[config.mk]
export PLATFORM = sky130hd
export DESIGN_NAME = ctrl_if_flat
export DESIGN_NICKNAME = d
export VERILOG_FILES = /design/src/rtl/cpu_pkg.sv /design/src/rtl/ctrl_if_if.sv /design/src/rtl/ctrl_if_fifo.sv /design/src/rtl/ctrl_if.sv /design/src/flat_wrapper.sv
export SDC_FILE = /design/constraint.sdc
export NUM_CORES = 1
export LEC_CHECK = 0
export ABC_AREA = 0
export CAP_MARGIN = 20
export CORE_UTILIZATION = 30
export CTS_CLUSTER_DIAMETER = 100
export DETAILED_ROUTE_END_ITERATION = 16
export GPL_ROUTABILITY_DRIVEN = 0
export HOLD_SLACK_MARGIN = 0.03
export PLACE_DENSITY = 0.58
export SLEW_MARGIN = 20
export SYNTH_ARGS = -nofsm -noshare
export SYNTH_HDL_FRONTEND = slang
export SYNTH_HIERARCHICAL = 1
export SYNTH_SLANG_ARGS = --single-unit
[constraint.sdc]
create_clock -name clk -period 5.1 [get_ports clk]
set_input_delay 1.02 -clock clk [delete_from_list [all_inputs] [get_ports clk]]
set_output_delay 1.02 -clock clk [all_outputs]
set_load 0.03 [all_outputs]
[src/rtl/cpu_pkg.sv]
// Shared fetch-side constants and types.
// Used by the IF stage and its prefetch FIFO.
package cpu_pkg;

  localparam logic [15:0] NOP_INSTR = 16'h0000;

  localparam logic [1:0] ADDR_SEQ = 2'b00;
  localparam logic [1:0] ADDR_ALU = 2'b01;

  typedef enum logic [1:0] {
    IF_IDLE,
    IF_FETCH,
    IF_DISCARD
  } if_state_t;

endpackage

[src/rtl/ctrl_if_if.sv]
// Instruction memory req/ack bus.
// Master is the fetch stage, slave is the memory.
interface ctrl_if_if #(
  parameter int AW = 16
);

  logic          req;
  logic [AW-1:0] addr;
  logic          ack;
  logic [15:0]   data;

  modport master (
    output req,
    output addr,
    input  ack,
    input  data
  );

  modport slave (
    input  req,
    input  addr,
    output ack,
    output data
  );

endinterface

[src/rtl/ctrl_if_fifo.sv]
// Prefetch FIFO: holds {instr, pc} words.
// Power-of-two depth, flush clears all entries.
module if_fifo #(
  parameter  int W     = 32,
  parameter  int DEPTH = 2,
  localparam int PW    = $clog2(DEPTH),
  localparam int CW    = PW + 1
) (
  input  logic          clk,
  input  logic          rst,
  input  logic          push,
  input  logic          pop,
  input  logic          flush,
  input  logic [W-1:0]  wdata,
  output logic [W-1:0]  rdata,
  output logic [CW-1:0] count,
  output logic          full,
  output logic          empty
);

  logic [W-1:0]  mem [DEPTH];
  logic [PW-1:0] rd_ptr;
  logic [PW-1:0] wr_ptr;

  assign rdata = mem[rd_ptr];
  assign empty = (count == '0);
  assign full  = (count == CW'(DEPTH));

  // Pointer and occupancy tracking.
  always_ff @(posedge clk or negedge rst) begin
    if (!rst) begin
      rd_ptr <= '0;
      wr_ptr <= '0;
      count  <= '0;
    end else if (flush) begin
      rd_ptr <= '0;
      wr_ptr <= '0;
      count  <= '0;
    end else begin
      if (push) wr_ptr <= wr_ptr + 1'b1;
      if (pop)  rd_ptr <= rd_ptr + 1'b1;
      count <= count + CW'(push) - CW'(pop);
    end
  end

  // Storage needs no reset; count gates reads.
  always_ff @(posedge clk) begin
    if (push && !flush) mem[wr_ptr] <= wdata;
  end

endmodule

[src/rtl/ctrl_if.sv]
// IF stage: fetch PC, imem req/ack, prefetch
// FIFO and the registered instruction to ID.
module ctrl_if
  import cpu_pkg::*;
#(
  parameter int            AW        = 16,
  parameter int            DEPTH     = 2,
  parameter logic [AW-1:0] RESET_VEC = '0
) (
  input  logic          clk,
  input  logic          rst,
  input  logic          i_stall,
  input  logic [1:0]    i_addr_mode,
  input  logic [AW-1:0] i_branch_addr,
  input  logic          i_mem_busy,
  ctrl_if_if.master     imem,
  output logic [15:0]   o_ir_r,
  output logic          o_ir_valid_r,
  output logic [AW-1:0] o_pc_r
);

  localparam int FW = 16 + AW;
  localparam int CW = $clog2(DEPTH) + 1;

  if_state_t     state;
  logic [AW-1:0] fetch_pc;
  logic [AW-1:0] pc_next;
  logic [CW-1:0] count;
  logic [CW-1:0] count_next;
  logic [FW-1:0] rdata;
  logic          full;
  logic          empty;
  logic          redirect;
  logic          acked;
  logic          held;
  logic          push;
  logic          pop;
  logic          issue;

  assign redirect = (i_addr_mode == ADDR_ALU);
  assign acked    = imem.req && imem.ack;
  assign held     = imem.req && !imem.ack;
  assign push     = acked && (state == IF_FETCH)
                    && !redirect;
  assign pop      = !redirect && !i_stall && !empty;

  if_fifo #(
    .W     (FW),
    .DEPTH (DEPTH)
  ) u_fifo (
    .clk   (clk),
    .rst   (rst),
    .push  (push),
    .pop   (pop),
    .flush (redirect),
    .wdata ({imem.data, imem.addr}),
    .rdata (rdata),
    .count (count),
    .full  (full),
    .empty (empty)
  );

  // Occupancy and PC as they will be after this edge.
  always_comb begin
    count_next = count + CW'(push) - CW'(pop);
    pc_next    = push ? fetch_pc + AW'(2) : fetch_pc;
    if (redirect) begin
      count_next = '0;
      pc_next    = i_branch_addr & ~AW'(1);
    end
  end

  // Credit rule: a new request only if its word has a slot.
  assign issue = !held && (state != IF_IDLE)
                 && !i_mem_busy
                 && (count_next < CW'(DEPTH));

  // Fetch FSM, fetch PC and request registers.
  always_ff @(posedge clk or negedge rst) begin
    if (!rst) begin
      state     <= IF_IDLE;
      fetch_pc  <= RESET_VEC;
      imem.req  <= 1'b0;
      imem.addr <= RESET_VEC;
    end else begin
      fetch_pc <= pc_next;
      imem.req <= held || issue;
      if (issue) imem.addr <= pc_next;
      unique case (state)
        IF_IDLE:    state <= IF_FETCH;
        IF_FETCH:   if (redirect && held)
                      state <= IF_DISCARD;
        IF_DISCARD: if (acked)
                      state <= IF_FETCH;
        default:    state <= IF_IDLE;
      endcase
    end
  end

  // Instruction register toward ID.
  always_ff @(posedge clk or negedge rst) begin
    if (!rst) begin
      o_ir_r       <= NOP_INSTR;
      o_ir_valid_r <= 1'b0;
      o_pc_r       <= '0;
    end else if (redirect) begin
      o_ir_r       <= NOP_INSTR;
      o_ir_valid_r <= 1'b0;
    end else if (!i_stall) begin
      if (!empty) begin
        o_ir_r       <= rdata[FW-1:AW];
        o_pc_r       <= rdata[AW-1:0];
        o_ir_valid_r <= 1'b1;
      end else begin
        o_ir_r       <= NOP_INSTR;
        o_ir_valid_r <= 1'b0;
      end
    end
  end

  a_no_overflow: assert property (
    @(posedge clk) disable iff (!rst)
    !(push && full)
  );

endmodule
[src/flat_wrapper.sv]
// flat-port wrapper written by rule: the top's interface ports become plain ports
module ctrl_if_flat import cpu_pkg::*;
#(
  parameter int            AW        = 16,
  parameter int            DEPTH     = 2,
  parameter logic [AW-1:0] RESET_VEC = '0
)
  (clk, rst, i_stall, i_addr_mode, i_branch_addr, i_mem_busy, o_ir_r, o_ir_valid_r, o_pc_r, imem_req, imem_addr, imem_ack, imem_data);
  ctrl_if_if #(.AW(AW)) imem_i ();
  input  logic clk;
  input  logic rst;
  input  logic i_stall;
  input  logic [1:0] i_addr_mode;
  input  logic [AW-1:0] i_branch_addr;
  input  logic i_mem_busy;
  output logic [15:0] o_ir_r;
  output logic o_ir_valid_r;
  output logic [AW-1:0] o_pc_r;
  output wire logic [$bits(imem_i.req)-1:0] imem_req;
  output wire logic [$bits(imem_i.addr)-1:0] imem_addr;
  input wire logic [$bits(imem_i.ack)-1:0] imem_ack;
  input wire logic [$bits(imem_i.data)-1:0] imem_data;
  assign imem_req = imem_i.req;
  assign imem_addr = imem_i.addr;
  assign imem_i.ack = imem_ack;
  assign imem_i.data = imem_data;
  ctrl_if #(.AW(AW), .DEPTH(DEPTH), .RESET_VEC(RESET_VEC)) u_core (.clk(clk), .rst(rst), .i_stall(i_stall), .i_addr_mode(i_addr_mode), .i_branch_addr(i_branch_addr), .i_mem_busy(i_mem_busy), .imem(imem_i), .o_ir_r(o_ir_r), .o_ir_valid_r(o_ir_valid_r), .o_pc_r(o_pc_r));
endmodule
Word level (Yosys, flattened, before mapping)
Memories as Yosys holds them, arrays and structs flattened.
Cells that the tools add are included.
{ "word_totals": {"reg_bits": 72, "memories": 1, "in_bits": 39, "wordCells": 69, "ram_bits": 64, "output_inout_bits": 50} }
{ "memory_table": {"columns": ["name", "depth", "word_bits", "rd", "rd_clocked_by_memory_dff", "wr", "line_no", "text"], "rows": [
  ["u_core.u_fifo.mem", 2, 32, 1, 0, 1, "ctrl_if_fifo.sv:21", "logic [W-1:0] mem [DEPTH];"]
]} }
{ "classes": {"add_sub_neg": 5, "n_eq_ne": 6, "n_reduce_logical": 25, "n_bitwise": 3, "order_cmp": 1, "n_mux": 18} }
{ "op_table": {"columns": ["op", "n"], "rows": [
  ["16-bit 2-to-1 mux", 5],
  ["16-bit by 2-bit adder with 16-bit output (second input constant)", 1],
  ["1-bit logical AND", 11],
  ["1-bit 2-to-1 mux", 9],
  ["1-bit zero test", 6],
  ["2-bit 2-to-1 mux", 3],
  ["2-bit one-hot mux with 3 select lines", 1],
  ["2-bit nonzero test", 3],
  ["2-bit by 1-bit equality test with 1-bit output (second input constant)", 2],
  ["2-bit zero test", 2],
  ["2-bit by 1-bit != test with 1-bit output (second input constant)", 2],
  ["1-bit inverter", 3],
  ["3-bit AND reduction", 1],
  ["1-bit adder (second input constant)", 2],
  ["2-bit by 1-bit adder with 2-bit output", 1],
  ["2-bit equality test (second input constant)", 1],
  ["2-bit < comparator (second input constant)", 1],
  ["2-bit != test (second input constant)", 1],
  ["2-bit AND reduction", 1],
  ["2-bit by 1-bit subtractor with 2-bit output", 1],
  ["1-bit logical OR", 1]
]} }

Depth between registers and ports, before layout
Gate-level depths: netlist (run 1).
{ "logic_depth": {"word_depth": 9, "ltp_mapped": 11, "ltp_nobuf": 9} }

Cells and area by module
The synthesis (run 1) kept the hierarchy.
{ "modules_own_cells": {"columns": ["module", "cells_each", "instances", "area_per_inst_um2", "seq_area_each_um2"], "rows": [
  ["ctrl_if", 225, 1, 2854.0, 1701.6],
  ["if_fifo", 119, 1, 2675.1, 2021.9]
]} }

Worst setup path after synthesis (run 1)
Ideal clock, no wire load.
{ "synth_timing": {"path_type": "input port to flip-flop", "from": "in i_addr_mode[1]", "to": "mem u_core.u_fifo.mem[1][0] (enable)", "n_path_buf": 1, "arrival_ns": 4.098, "cell_stages": 6, "setup_ns": 0.468, "t_required_ns": 4.632, "setup_slack_ns": 0.534, "path_cell_list": "nand2b_1 clkbuf_1 nand2_1 inv_1 inv_1 nor3b_1"} }
{ "synth_between": {"elab_chain_cells": 6} }
{ "synth_rtl": {"columns": ["element", "line_no", "text"], "rows": [
  ["start: declaration", "flat_wrapper.sv:13", "input logic [1:0] i_addr_mode;"],
  ["2-bit by 1-bit equality test with 1-bit output", "ctrl_if.sv:40", "assign redirect = (i_addr_mode == ADDR_ALU);"],
  ["1-bit zero test", "ctrl_if.sv:44", "&& !redirect;"],
  ["1-bit logical AND", "ctrl_if.sv:44", null],
  ["via u_core.push", "ctrl_if.sv:36", "logic push;"],
  ["1-bit logical AND", "ctrl_if_fifo.sv:48", "if (push && !flush) mem[wr_ptr] <= wdata;"],
  ["1-bit 2-to-1 mux", "ctrl_if_fifo.sv:48", null],
  ["1-bit 2-to-1 mux (not written as such)", "ctrl_if_fifo.sv:48", null],
  ["end: declaration", "ctrl_if_fifo.sv:21", null]
]} }
The timed path passes the listed nets, and every way through them passes these cells.

Final worst setup path (run 1)
{ "layout_timing": {"from": "in imem_ack", "to": "reg u_core.imem.addr[11]"} }
{ "layout_between": {"elab_chain_cells": 8, "elab_cells_between_ends": 15, "cone_classes": "add/sub (2); order compare (1); mux (3); reduce/logical (9)"} }
{ "layout_rtl": {"columns": ["element", "line_no", "text"], "rows": [
  ["start: declaration", "flat_wrapper.sv:21", "input wire logic [$bits(imem_i.ack)-1:0] imem_ack;"],
  ["1-bit logical AND", "ctrl_if.sv:41", "assign acked = imem.req && imem.ack;"],
  ["1-bit logical AND", "ctrl_if.sv:43", "assign push = acked && (state == IF_FETCH)"],
  ["1-bit logical AND", "ctrl_if.sv:44", null],
  ["2-bit by 1-bit adder with 2-bit output", "ctrl_if.sv:65", "count_next = count + CW'(push) - CW'(pop);"],
  ["2-bit by 1-bit subtractor with 2-bit output", "ctrl_if.sv:65", null],
  ["2-bit 2-to-1 mux", "ctrl_if.sv:67", "if (redirect) begin"],
  ["2-bit < comparator", "ctrl_if.sv:76", "&& (count_next < CW'(DEPTH));"],
  ["1-bit logical AND", "ctrl_if.sv:76", null],
  ["end signal: assignment", "ctrl_if.sv:88", "if (issue) imem.addr <= pc_next;"],
  ["end: declaration", "ctrl_if_if.sv:14", "output addr,"]
]} }
Parallel ways exist; a longest one is shown, timed or not.
A chain may end at the register's enable or synchronous reset.

==> results of run 1 <==
power breakdown:
part	switching, uW	internal [uW]
clock	426	775
sequential	234	1450
combinational	680	678
total	1340	2900
placed cells by master (no fill, tap or decap), drive strengths merged, types with 4 or more instances in the layout:
cell type / instances
nor2: 16
and2: 4
nand3: 4
nand4: 5
ha: 4
dfrtp: 72
nand2: 13
nor3: 4
or3: 4
a22o: 16
o21ai: 11
buf: 8
a21oi: 6
clkinv: 7
clkbuf: 22
xnor2: 5
inv: 4
edfxtp: 64
clkdlybuf4s50: 86
xor2: 8
a31oi: 4
mux2: 62
routing by layer:
layer | track usage [%] | up-vias
li1 | - | 1467
met1 | 15.9 | 1585
met2 | 21.4 | 79
met3 | 3.24 | 15
met4 | 6.04 | 0
met5 | 0 | -
cell type report:
class,instances,share of cell area [%]
Clock buffer,22,6.27
Tap cell,229,3.96
Inverter,5,0.259
Timing Repair Buffer,94,13.2
Sequential cell,136,51.5
Clock inverter,10,1.76
Multi-Input combinational cell,188,23.1
through the flow:
stage | power (uW) | hold WS, ns
floorplan | 2560 | 0.446
detailed placement | 3080 | 0.464
finish | 4240 | 0.484
CTS | 4310 | 0.482
global route | 4470 | 0.504
global placement | 3050 | 0.461
state kept, by name (all words and copies together) (netlist names):
| signal | cells |
|---|---|
| u_core/imem.req | 1 |
| u_core/fetch_pc | 16 |
| u_core/u_fifo/rd_ptr | 1 |
| u_core/imem.addr | 16 |
| u_core/state | 2 |
| u_core/o_ir_r | 16 |
| u_core/u_fifo/mem | 64 |
| u_core/u_fifo/count | 2 |
| u_core/u_fifo/wr_ptr | 1 |
| u_core/o_pc_r | 16 |
| u_core/o_ir_valid_r | 1 |
final timing paths:
check                                    from                    to  slack [ns]  cells past startpoint
setup reg to reg              u_core/state[1]  u_core/imem.addr[11]        2.28                      8
hold / removal             u_core/fetch_pc[0]    u_core/fetch_pc[0]        0.48                      1
min in group asynchronous                 rst      u_core/o_ir_r[7]        0.49                      1
hold reg to reg            u_core/fetch_pc[0]    u_core/fetch_pc[0]        0.48                      1
max in group asynchronous                 rst  u_core/u_fifo/rd_ptr        3.99                      2
setup / recovery                     imem_ack  u_core/imem.addr[11]        1.61                      9
worst max-delay path, stage by stage:
cell and delay [ns]:
clkdlybuf4s50_1 0.51, and4b_1 0.51, nand2_1 0.17, ha_1 0.24, xor2_1 0.17, xnor2_1 0.16
o21ai_2 0.33, buf_4 0.31, mux2_2 0.36
==> results.cfg, run 1 <==
[worst_setup_path]
critPathMaxFanout = 13
critPathRequiredTime_ns = 5.39
critPathKind = in -> reg
worstPathArrival_ns = 3.78
endpoint_kind = flip-flop
start_kind = input pin

[detailed_routing]
routed-wl-met3_um = 451
wl_met2_um = 5710
highest_layer = met4
first_pass_iters = 4
viasPerCell = 4.60
wl_met1_um = 5030
vias = 3146
drt-wirelength-per-cell_um = 16.7
route.detailed.drc = 0
drtIter0Drc = 170
routed_wl_um = 11400
antenna_left = 0

[final_layout]
final_area_um2 = 7240
syn2layout_area_growth_pct = 31.2
drive_gt1_share_pct = 22.2
final-seq-area_um2 = 3730
fill_cells = 1675
nNetsFinal = 485
antenna_cells = 0
final_core_util_pct = 40.2
multi_input_area_um2 = 1680
fin_cells = 684

[placed_design]
dp_hpwl_um = 7060
post-place-ws_ns = 1.19
place_area_um2 = 6640
portBuffers = 87
placed_cells = 651

[sta]
layout_min_cycle_time_ns = 3.49
setup_slack_ns = 1.61
worst_pin_slew_ns = 0.863
setup-violations-final = 0
timing_hold_violations_final = 0
finalSetupTns_ns = 0
grt_setup_unrepaired = false
slew_headroom_pct = 42.5
fin_crit_sh_pct = 68.3
timing.fmax_mhz = 287
slew_viol_final = 0
fin_skew_ns = 0.0102

[synthesis]
synth_cells = 343
syn_nets = 386
syn_avg_cell_area_um2 = 16.1
ys_warn_count = 6
syn_area_um2 = 5520

[clock_tree]
cts_root_buffer = clkbuf_16
clk-insertion-delay-late_ns = 0.41
post_cts_buffers = 0
cts_tree = built
clockBufferDepth = 2
cts_sinks = 136
cts_hold_buf = 0
cts_resized = 0
cts_buffers = 17
htree_levels = 4
clk_pin_slew_ns = 0.05

[min_path]
hp-class = reg -> reg

[power_and_ir_drop]
ir_worst_vdd_uv = 279
leakage_uw = 0.00281
power.density_nw_per_um2 = 586

[global_routing]
grt_use_total_pct = 13.0
grt_pass1_wl_um = 17800
antenna_found_initial = 0
gr-total-overflow = 0
grt_max_degree = 73
grt_pass1_vias = 3286

[die]
die_w_um = 138
ios = 89
core_area_um2 = 18000
start_util_pct = 30.6
fp.dieH_um = 138
die-area_um2 = 19000
rows = 49

[run_status]
status = complete, no violations

[run]
cap_violations = 0
(Power assumes the default switching activity.)
==> inputs of run 2 (changes only) <==
--- a/config.mk
+++ b/config.mk
@@ -12,7 +12,7 @@
 export DETAILED_ROUTE_END_ITERATION = 16
 export GPL_ROUTABILITY_DRIVEN = 0
 export HOLD_SLACK_MARGIN = 0.03
-export PLACE_DENSITY = 0.58
+export PLACE_DENSITY = 0.6
 export SLEW_MARGIN = 20
 export SYNTH_ARGS = -nofsm -noshare
 export SYNTH_HDL_FRONTEND = slang
==> constraint.sdc (replaced) <==
create_clock -name clk -period 3.1 [get_ports clk]
set_input_delay 0.62 -clock clk [delete_from_list [all_inputs] [get_ports clk]]
set_output_delay 0.62 -clock clk [all_outputs]
set_load 0.03 [all_outputs]
==> results.cfg, run 2 (same netlist as run 1, synthesis figures left out) <==
[final_layout]
syn2layout_area_growth_pct = 32.3
drive_gt1_share_pct = 24.4
final_cell_mix = clkdlybuf4s50_1 (86), dfrtp_1 (71), edfxtp_1 (64)
nNetsFinal = 493
fin_cells = 692
largest_reg_flops = 64
final_area_um2 = 7310
antenna_cells = 0
final_common_cell = clkdlybuf4s50_1
largest_register = u_core/u_fifo/mem

[worst_setup_path]
worstPathArrival_ns = 2.87
start_kind = input pin
critPathKind = in -> reg
crit_start = i_addr_mode[1]
critPathRequiredTime_ns = 3.39
critPathMaxFanout = 5
reg2reg_slack_ns = 0.82
endpoint_kind = flip-flop
crit_path_top_delay_cell = clkdlybuf4s50_1
worstReg2RegStart = u_core/state[1]
cpPeakStageDelay_ns = 0.45
crit_chain = clkdlybuf4s50_1, nand2b_1, clkinv_1, nor3_4, ha_1, nor2b_1, xnor2_1, o21ai_2, buf_4, mux2_2

[die]
start_util_pct = 30.6
core_area_um2 = 18000
fp.dieH_um = 138
die-area_um2 = 19000
rows = 49
ios = 89
die_w_um = 138

[sta]
timing_hold_violations_final = 0
finalSetupTns_ns = 0
fin_skew_ns = 0.00277
layout_min_cycle_time_ns = 2.59
worst_pin_slew_ns = 0.831
grt_setup_unrepaired = false
slew_headroom_pct = 44.6
fin_crit_sh_pct = 83.4
slew_viol_final = 0
setup-violations-final = 0
timing.fmax_mhz = 387

[detailed_routing]
routed-wl-met3_um = 502
drt-wirelength-per-cell_um = 16.2
highest_layer = met4
vias = 3186
viasPerCell = 4.60
wl_met1_um = 4980
wl_met2_um = 5570
first_pass_iters = 4
routed_wl_um = 11200
route.detailed.drc = 0
antenna_left = 0
drtIter0Drc = 232

[global_routing]
gr-total-overflow = 0
grt_pass1_vias = 3309
grt_max_degree = 62
grt_pass1_wl_um = 17700
grt_use_total_pct = 12.9
antenna_found_initial = 0

[clock_tree]
htree_levels = 4
cts_buffers = 17
cts_resized = 0
cts_root_buffer = clkbuf_16
clk-insertion-delay-late_ns = 0.40
cts_sinks = 136
post_cts_buffers = 0
cts_hold_buf = 0
clk_pin_slew_ns = 0.05
clockBufferDepth = 2
cts_tree = built

[power_and_ir_drop]
leakage_uw = 0.00286
ir_worst_vdd_uv = 389
power.density_nw_per_um2 = 952
p_total_uw = 6950

[placed_design]
placed_cells = 660
place_area_um2 = 6740
dp_hpwl_um = 7570
portBuffers = 87

[min_path]
hp-class = in -> async

[run]
cap_violations = 0

[run_status]
status = complete, no violations
[run 2: cell types whose count changed in the layout (fill, tap and decap cells not counted), moves of 2 or more]
cell / delta
bufinv_16: -2
clkinv_2: +2
buf_4: +7
clkbuf_1: -2
clkinv_1: -2
buf_12: +2
clkbuf_8: +4
[run 2: layout make-up]
class / instances / area [um^2]
Fill cell: 1663 / 10700
Multi-Input combinational cell: 188 / 1690
Tap cell: 229 / 287
Inverter: 5 / 18.8
Sequential cell: 136 / 3720
Clock inverter: 8 / 68.8
Clock buffer: 24 / 502
Timing Repair Buffer: 102 / 1020
[run 2: through the flow]
| step | hold WS, ns | utilization, % | setup slack (ns) |
|---|---|---|---|
| floorplan | 0.324 | - | 0.0159 |
| global placement | 0.464 | 37.4 | 0.138 |
| detailed placement | 0.466 | 37.4 | 0.0768 |
| CTS | 0.342 | 40.5 | 0.496 |
| global route | 0.378 | 40.5 | 0.356 |
| finish | 0.300 | 40.5 | 0.514 |
[run 2: where the power goes]
group	internal (uW)	switching, uW	total, uW
logic	1160	1210	2380
clock network	1200	695	1900
registers	2390	297	2680
total	4750	2200	6950
[run 2: critical path, delay by kind of cell]
kind / cells / cell delay, ns
buffers and inverters: 3 / 0.82
and+or+nand+nor: 3 / 0.50
muxes: 1 / 0.34
adders and majority gates: 1 / 0.25
AOI/OAI and AO/OA: 1 / 0.25
xor gates and xnor gates: 1 / 0.10
[run 2: routing by layer]
layer  GRT usage, %  vias up
met5              0        -
li1               -     1488
met3           4.49       11
met2           20.8       67
met1           15.8     1620
met4           4.64        0
[run 2: path summary, 6_finish.rpt]
kind,endpoint,cells after the start
setup reg to reg,u_core/imem.addr[3],8
max in group asynchronous,u_core/o_pc_r[14],2
setup / recovery,u_core/imem.addr[3],10
min in group clk,u_core/fetch_pc[0],1
hold reg to reg,u_core/fetch_pc[0],1
hold / removal,u_core/o_ir_r[14],1
